==> src/rtl/st_serializer.sv <==
// st_serializer: accepts one typed, variable-length message per handshake and
// emits it as a WIDTH-bit streaming packet with sop/eop/len framing and full
// valid/ready backpressure. Messages of the wrong type or with an out-of-range
// byte count are consumed and counted in a saturating drop counter.
module st_serializer #(
   parameter int WIDTH     = 32,
   parameter int MAX_BYTES = 16,
   parameter int TYPE_W    = 8,
   parameter int MSG_TYPE  = 3
) (
   input  logic                           clk,
   input  logic                           rst_n,
   input  logic                           i_msg_valid,
   output logic                           i_msg_ready,
   input  logic [TYPE_W-1:0]              i_msg_type,
   input  logic [$clog2(MAX_BYTES+1)-1:0] i_msg_nbytes,
   input  logic [MAX_BYTES*8-1:0]         i_msg_payload,
   output logic                           o_pkt_valid,
   input  logic                           o_pkt_ready,
   output logic                           o_pkt_sop,
   output logic                           o_pkt_eop,
   output logic [$clog2(WIDTH/8)-1:0]     o_pkt_len,
   output logic [WIDTH-1:0]               o_pkt_data,
   output logic [15:0]                    o_drop_cnt
);

   localparam int BPB       = WIDTH / 8;
   localparam int LEN_W     = $clog2(BPB);
   localparam int MAX_BEATS = (MAX_BYTES + BPB - 1) / BPB;
   localparam int IDX_W     = (MAX_BEATS > 1) ? $clog2(MAX_BEATS) : 1;
   localparam int PAD_W     = MAX_BEATS * WIDTH;

   typedef enum logic {
      IDLE,
      SEND
   } state_t;

   state_t           state_q;
   logic [IDX_W-1:0] idx_q;
   logic [IDX_W-1:0] last_idx_q;
   logic [LEN_W-1:0] tail_len_q;
   logic [PAD_W-1:0] pad_q;

   logic             pkt_valid_q;
   logic             pkt_sop_q;
   logic             pkt_eop_q;
   logic [LEN_W-1:0] pkt_len_q;
   logic [WIDTH-1:0] pkt_data_q;
   logic [15:0]      drop_cnt_q;

   logic [PAD_W-1:0] pad_d;
   logic [IDX_W-1:0] last_idx_d;
   logic [IDX_W-1:0] nxt_idx_d;
   logic [WIDTH-1:0] nxt_data_d;
   logic             msg_ok_d;
   logic             msg_hs_d;

   // Ready only in IDLE and never while reset is asserted, so reset wins over
   // a simultaneous handshake.
   assign i_msg_ready = rst_n && (state_q == IDLE);
   assign msg_hs_d    = i_msg_valid && i_msg_ready;

   assign o_pkt_valid = pkt_valid_q;
   assign o_pkt_sop   = pkt_sop_q;
   assign o_pkt_eop   = pkt_eop_q;
   assign o_pkt_len   = pkt_len_q;
   assign o_pkt_data  = pkt_data_q;
   assign o_drop_cnt  = drop_cnt_q;

   // Decode the offered message: validity, beat count, and the payload with
   // bytes beyond nbytes zeroed and padded out to a whole number of beats.
   always_comb begin
      // NOTE: every always_comb output gets a default first so no path can
      // leave it unassigned and infer a latch.
      pad_d      = '0;
      msg_ok_d   = (i_msg_type == TYPE_W'(MSG_TYPE)) &&
                   (i_msg_nbytes != '0) &&
                   (int'(i_msg_nbytes) <= MAX_BYTES);
      last_idx_d = IDX_W'((int'(i_msg_nbytes) + BPB - 1) / BPB - 1);
      for (int k = 0; k < MAX_BYTES; k++) begin
         if (k < int'(i_msg_nbytes)) begin
            pad_d[8*k +: 8] = i_msg_payload[8*k +: 8];
         end
      end
   end

   // Next beat selection while a packet is in flight.
   always_comb begin
      nxt_idx_d  = idx_q + 1'b1;
      nxt_data_d = pad_q[int'(nxt_idx_d)*WIDTH +: WIDTH];
   end

   // Payload store: loaded on an accepted message, read only in SEND.
   // NOTE: this wide data register carries no reset; its contents are never
   // observed until a handshake has overwritten them.
   always_ff @(posedge clk) begin
      if (msg_hs_d && msg_ok_d) begin
         pad_q <= pad_d;
      end
   end

   // Control FSM with registered packet outputs and the drop counter.
   always_ff @(posedge clk) begin
      // NOTE: sequential state uses non-blocking assignments only, so every
      // register samples the pre-edge values of its peers.
      if (!rst_n) begin
         state_q     <= IDLE;
         idx_q       <= '0;
         last_idx_q  <= '0;
         tail_len_q  <= '0;
         pkt_valid_q <= 1'b0;
         pkt_sop_q   <= 1'b0;
         pkt_eop_q   <= 1'b0;
         pkt_len_q   <= '0;
         pkt_data_q  <= '0;
         drop_cnt_q  <= '0;
      end else begin
         case (state_q)
            IDLE: begin
               if (msg_hs_d) begin
                  if (msg_ok_d) begin
                     state_q     <= SEND;
                     idx_q       <= '0;
                     last_idx_q  <= last_idx_d;
                     tail_len_q  <= i_msg_nbytes[LEN_W-1:0];
                     pkt_valid_q <= 1'b1;
                     pkt_sop_q   <= 1'b1;
                     pkt_eop_q   <= (last_idx_d == '0);
                     pkt_len_q   <= (last_idx_d == '0) ? i_msg_nbytes[LEN_W-1:0] : '0;
                     pkt_data_q  <= pad_d[WIDTH-1:0];
                  end else if (drop_cnt_q != 16'hFFFF) begin
                     drop_cnt_q <= drop_cnt_q + 16'd1;
                  end
               end
            end
            SEND: begin
               // Outputs only move on an accepted beat, so a stalled sink sees
               // them held stable.
               if (o_pkt_ready) begin
                  if (pkt_eop_q) begin
                     state_q     <= IDLE;
                     pkt_valid_q <= 1'b0;
                     pkt_sop_q   <= 1'b0;
                     pkt_eop_q   <= 1'b0;
                     pkt_len_q   <= '0;
                     pkt_data_q  <= '0;
                  end else begin
                     idx_q      <= nxt_idx_d;
                     pkt_sop_q  <= 1'b0;
                     pkt_eop_q  <= (nxt_idx_d == last_idx_q);
                     pkt_len_q  <= (nxt_idx_d == last_idx_q) ? tail_len_q : '0;
                     pkt_data_q <= nxt_data_d;
                  end
               end
            end
            default: state_q <= IDLE;
         endcase
      end
   end

endmodule

==> config.mk <==
export PLATFORM = sky130hd
export DESIGN_NAME = st_serializer
export DESIGN_NICKNAME = d
export VERILOG_FILES = /design/src/rtl/st_serializer.sv
export SDC_FILE = /design/constraint.sdc
export NUM_CORES = 1
export LEC_CHECK = 0
export ABC_AREA = 0
export CORE_ASPECT_RATIO = 0.7
export CORE_MARGIN = 3
export CORE_UTILIZATION = 26
export DETAILED_ROUTE_END_ITERATION = 16
export PLACE_DENSITY = 0.56
export SETUP_SLACK_MARGIN = 0.4
export SLEW_MARGIN = 20
export SYNTH_ARGS = -nofsm -noshare
export SYNTH_HDL_FRONTEND = slang
export SYNTH_SLANG_ARGS = --single-unit
==> constraint.sdc <==
create_clock -name clk -period 11.04 [get_ports clk]
set_input_delay 1.656 -clock clk [delete_from_list [all_inputs] [get_ports clk]]
set_output_delay 1.656 -clock clk [all_outputs]
set_load 0.01 [all_outputs]
==> results.txt <==
- The tool flagged a number of max-cap violations equal to 0.
* Synth warnings: 0
- Summing internal, switching and leakage power gives about 1.5 mW.
* Headroom to the max-slew limit: 29.4%
- Worst R2R Setup Slack: around 8.2 ns
- Worst Slack Setup Final: 5.94 ns
- The synthesized netlist devotes 16.7% of its cell area to simple gates.
* Avg Inst Size Synth: 12.8 um^2
- Most frequent cell after synthesis: sky130_fd_sc_hd__edfxtp_1
* Synth Register Bits: ~190
* DP Worst Slack: around 5.5 ns
* Cell taking the most area after synthesis: sky130_fd_sc_hd__edfxtp_1
- The final layout contains a little under 1,000 nets.
* Total negative setup slack: 0 ns
- Fraction of synthesized area in multiplexers: approximately a tenth
- Multi-input gate area in the final layout: 0.00306 mm^2
* Number of instances in the synthesized netlist: roughly 640
* Max Fclk: about 0.20 GHz
- Most instantiated cells after synthesis: sky130_fd_sc_hd__edfxtp_1 (128), sky130_fd_sc_hd__nor2b_1 (92), sky130_fd_sc_hd__dfxtp_1 (60)
- For hold timing, the worst endpoint is o_pkt_sop$_SDFFE_PN0P_.
- Via count of the routed design: about 5,800
- Data arrives at the worst endpoint at 5.15 ns.
- The synthesized netlist devotes under 10% of its cell area to compound gates.
* Area added between synthesis and finish: 37.4%
- In this run the horizontal extent of the chip is ~220 um.
- Dominant cells by area after synthesis: sky130_fd_sc_hd__edfxtp_1 (47%), sky130_fd_sc_hd__dfxtp_1 (15%), sky130_fd_sc_hd__mux4_2 (8.8%)
- After synthesis, the largest family of logic cells by area is simple AND/OR/NAND/NOR gates.
- Entering global routing, the biggest net connects just under 80 pins.
- In this run the top signal layer used is met5.
* Clk buf depth: 2
- The critical path is of the in -> reg type.
- Min-delay src: o_pkt_sop$_SDFFE_PN0P_
- Along the worst path, the maximum fanout reaches 77.
* Type of element launching the critical path: input pin
- For the pin with the worst max-slew slack, the measured transition is between 1 and 1.5 ns.
* Clock buffers created by TritonCTS: 17
- The filler cells instantiated in the layout total 2,957.
* Sequential share of the synthesized area: 61.5%
* Type of the worst min-delay path: reg -> reg
- GRT Total Usage: between 10 and 15%
* Vias per Instance: roughly 4.6
- For the worst-skew pair, the clock arrives at the later sink with an insertion delay of 0.43 ns.
* Outcome: complete, no violations
- Synthesized net count: 790
- XOR/XNOR Fraction of Synth Area: 0.320%
- The initial utilization of the core area, before any placement, comes to between 20% and 30%.
- After floorplanning, the core was divided into 53 placement rows.
* Hold violation count in the final report: 0
- Maximum VDD drop: 0.0725 mV
- Of the cells placed in the final design, the portion with a size suffix greater than 1 is approximately 10%.
- Buffers added on ports: ~200
* Post-CTS Hold Buffers: 0
* Wirelength per Cell: just under 20 um
- Fraction of registers with async set or reset after synthesis: 0%
* Post-Synth Adder-Cell Area: less than 1%
* Wire length of the first global-routing pass: between 30,000 and 40,000 um
* Worst R2R End: pad_q[54]$_SDFFCE_PP0P_
* Root buffer selected by CTS: sky130_fd_sc_hd__clkbuf_16
- Share of the synthesized area in the top cell type: a little under half
* Cell area power density: 132 mW/mm^2
* Share of the clock period used by the worst path: roughly 46%
- The synthesized design contains 128 enable-type register cells.
- The die is 155 um tall.
* Die area: 0.0338 mm^2
- Final hold analysis gives a worst-case slack of between 0.4 and 0.5 ns.
- First-pass DRT Iterations: 4
- Cell area after synthesis: slightly above 0.008 mm^2
- Among all flip-flop cells after synthesis, the most frequent one is sky130_fd_sc_hd__edfxtp_1.
* Detailed-route wire length: 24,900 um
* Instance count along the most critical hold path: 2
- After synthesis, the netlist uses between 40 and 50 different library cells.
- Met3 WL: approximately 1400 um
- Worst EP required: between 10 and 15 ns
* Post-route non-filler standard cell count: 1,260
- Estimated wirelength of the detail-placed design: between 15,000 and 20,000 um
- Summed over all cells, the static leakage comes to ~3.6 nW.
- Register area: roughly 0.0051 mm^2
* Buffers inserted during post-CTS setup optimization: 0
- The region available for standard cell placement spans between 0.03 and 0.04 mm^2.
- Minimum period implied by the final worst setup slack: about 5.1 ns
- Clock H-tree levels: 4
- Number of resized instances in the post-cts repair step: 0
* Antenna violations before repair: 2
- Endpoint class of the critical path: flip-flop
- The startpoint identified for the worst register-to-register timing path is state_q$_SDFF_PN0_.
- Worst r2r path cells: 4
- Number of DRC violations after detailed-routing iteration 0: around 480
* RSZ-0062 raised after global routing: false
- Remaining DRCs: 0
- Clock tree synthesis found a total of between 150 and 200 sinks.
* Antenna viol nets, final: 0
* Routed length on met2: 11,100 um
- The number of placed instances, taps included, is approximately 1,200.
* Wl on met1: ~12,000 um
* Number of top-level pins: slightly below 200
* Via count of the first global-routing pass: roughly 5,800
- Max Clock Skew: 0.0113 ns
* Final Setup Violations: 0
* Number of pins exceeding their max-slew limit in the final report: 0
- Global route total overflow: 0
- Clock-pin slew was measured on the worst setup and hold paths at approximately 0.060 ns.
* Routability Congestion: 0.722
* Clock tree from TritonCTS: done
-- layout make-up --
class | instances | area share, %
clock inverters | 13 | 1.23
clock buffers | 19 | 3.93
well taps | 412 | 4.57
diodes | 1 | 0.0222
multi-input cells | 419 | 27.1
flip-flops and latches | 188 | 44.8
repair buffers | 205 | 18.2
inverters | 3 | 0.0999
-- how the worst max path moves through the flow --
stage,slack (ns),endpoint,cells after the start,start
6_report,5.94,pad_q[54]$_SDFFCE_PP0P_,5,i_msg_nbytes[3]
2_1_floorplan,2.63,pad_q[0]$_DFFE_PP_,3,i_msg_nbytes[1]
3_3_place_gp,5.53,last_idx_q[0]$_SDFFE_PN0P_,7,i_msg_nbytes[4]
5_1_grt,5.60,last_idx_q[0]$_SDFFE_PN0P_,7,i_msg_nbytes[3]
4_1_cts,5.92,last_idx_q[0]$_SDFFE_PN0P_,7,i_msg_nbytes[4]
3_5_place_dp,5.46,last_idx_q[0]$_SDFFE_PN0P_,7,i_msg_nbytes[4]
-- through the flow --
step                utilization [%]  instance area (um^2)
detailed placement             34.9                 10700
CTS                            36.8                 11300
global placement               34.8                 10700
finish                         36.9                 11300
floorplan                         -                  8210
global route                   36.9                 11300
-- metal layers --
| metal | vias up | global-route usage (%) |
|---|---|---|
| met4 | 2 | 2.98 |
| met3 | 12 | 3.65 |
| met1 | 2822 | 21.6 |
| met2 | 152 | 22.1 |
| met5 | - | 0 |
| li1 | 2792 | - |
-- where the power goes --
group          switching, mW  internal (mW)  total (mW)  leakage (nW)
sequential           0.00111          0.753       0.754          1.56
combinational         0.0468         0.0683       0.115          1.73
clock                  0.279          0.341       0.620         0.275
total                  0.327           1.16        1.49          3.56
-- sequential cells by signal (all words and copies together) (netlist names), 2 cells and up --
register,count
idx_q,2
last_idx_q,2
o_drop_cnt,16
o_pkt_data,32
o_pkt_len,2
pad_q,128
tail_len_q,2
-- cell families after synthesis --
family                     Yosys count
and+or+nand+nor                    243
DFF                                188
AOI/OAI and AO/OA                  129
muxes                               42
buffers and inverters               36
xor gates and xnor gates             3
adders and majority gates            2
-- cells in the final DEF (no fill, tap or decap), types with 3 or more instances in the layout --
cell type                         synthesis  final
sky130_fd_sc_hd__a21oi_1                 36     36
sky130_fd_sc_hd__a22oi_1                 26     26
sky130_fd_sc_hd__a31oi_1                 11     10
sky130_fd_sc_hd__and2_1                  42     42
sky130_fd_sc_hd__buf_4                    0      6
sky130_fd_sc_hd__clkbuf_16                0     17
sky130_fd_sc_hd__clkdlybuf4s50_1          0    197
sky130_fd_sc_hd__clkinvlp_4               0      3
sky130_fd_sc_hd__dfxtp_1                 60     58
sky130_fd_sc_hd__edfxtp_1               128    128
sky130_fd_sc_hd__inv_6                    0      3
sky130_fd_sc_hd__mux2i_1                 10     10
sky130_fd_sc_hd__mux4_2                  32     32
sky130_fd_sc_hd__nand2_1                 47     47
sky130_fd_sc_hd__nand2b_1                 3      3
sky130_fd_sc_hd__nand3_1                 10     10
sky130_fd_sc_hd__nand4_1                  4      4
sky130_fd_sc_hd__nor2_1                  17     15
sky130_fd_sc_hd__nor2b_1                 92     92
sky130_fd_sc_hd__nor3_1                   4      4
sky130_fd_sc_hd__nor4_1                   5      5
sky130_fd_sc_hd__o21ai_0                 40     40
sky130_fd_sc_hd__or2_2                    4      4
sky130_fd_sc_hd__or3_1                    7      7
-- critical path, stage by stage --
cell and delay [ns]:
sky130_fd_sc_hd__clkdlybuf4s50_1 0.68, sky130_fd_sc_hd__o41ai_1 0.72, sky130_fd_sc_hd__o2111ai_1 0.42, sky130_fd_sc_hd__nor2_4 0.71
sky130_fd_sc_hd__buf_4 0.88
Note: power is estimated with default switching activity, not from simulation.
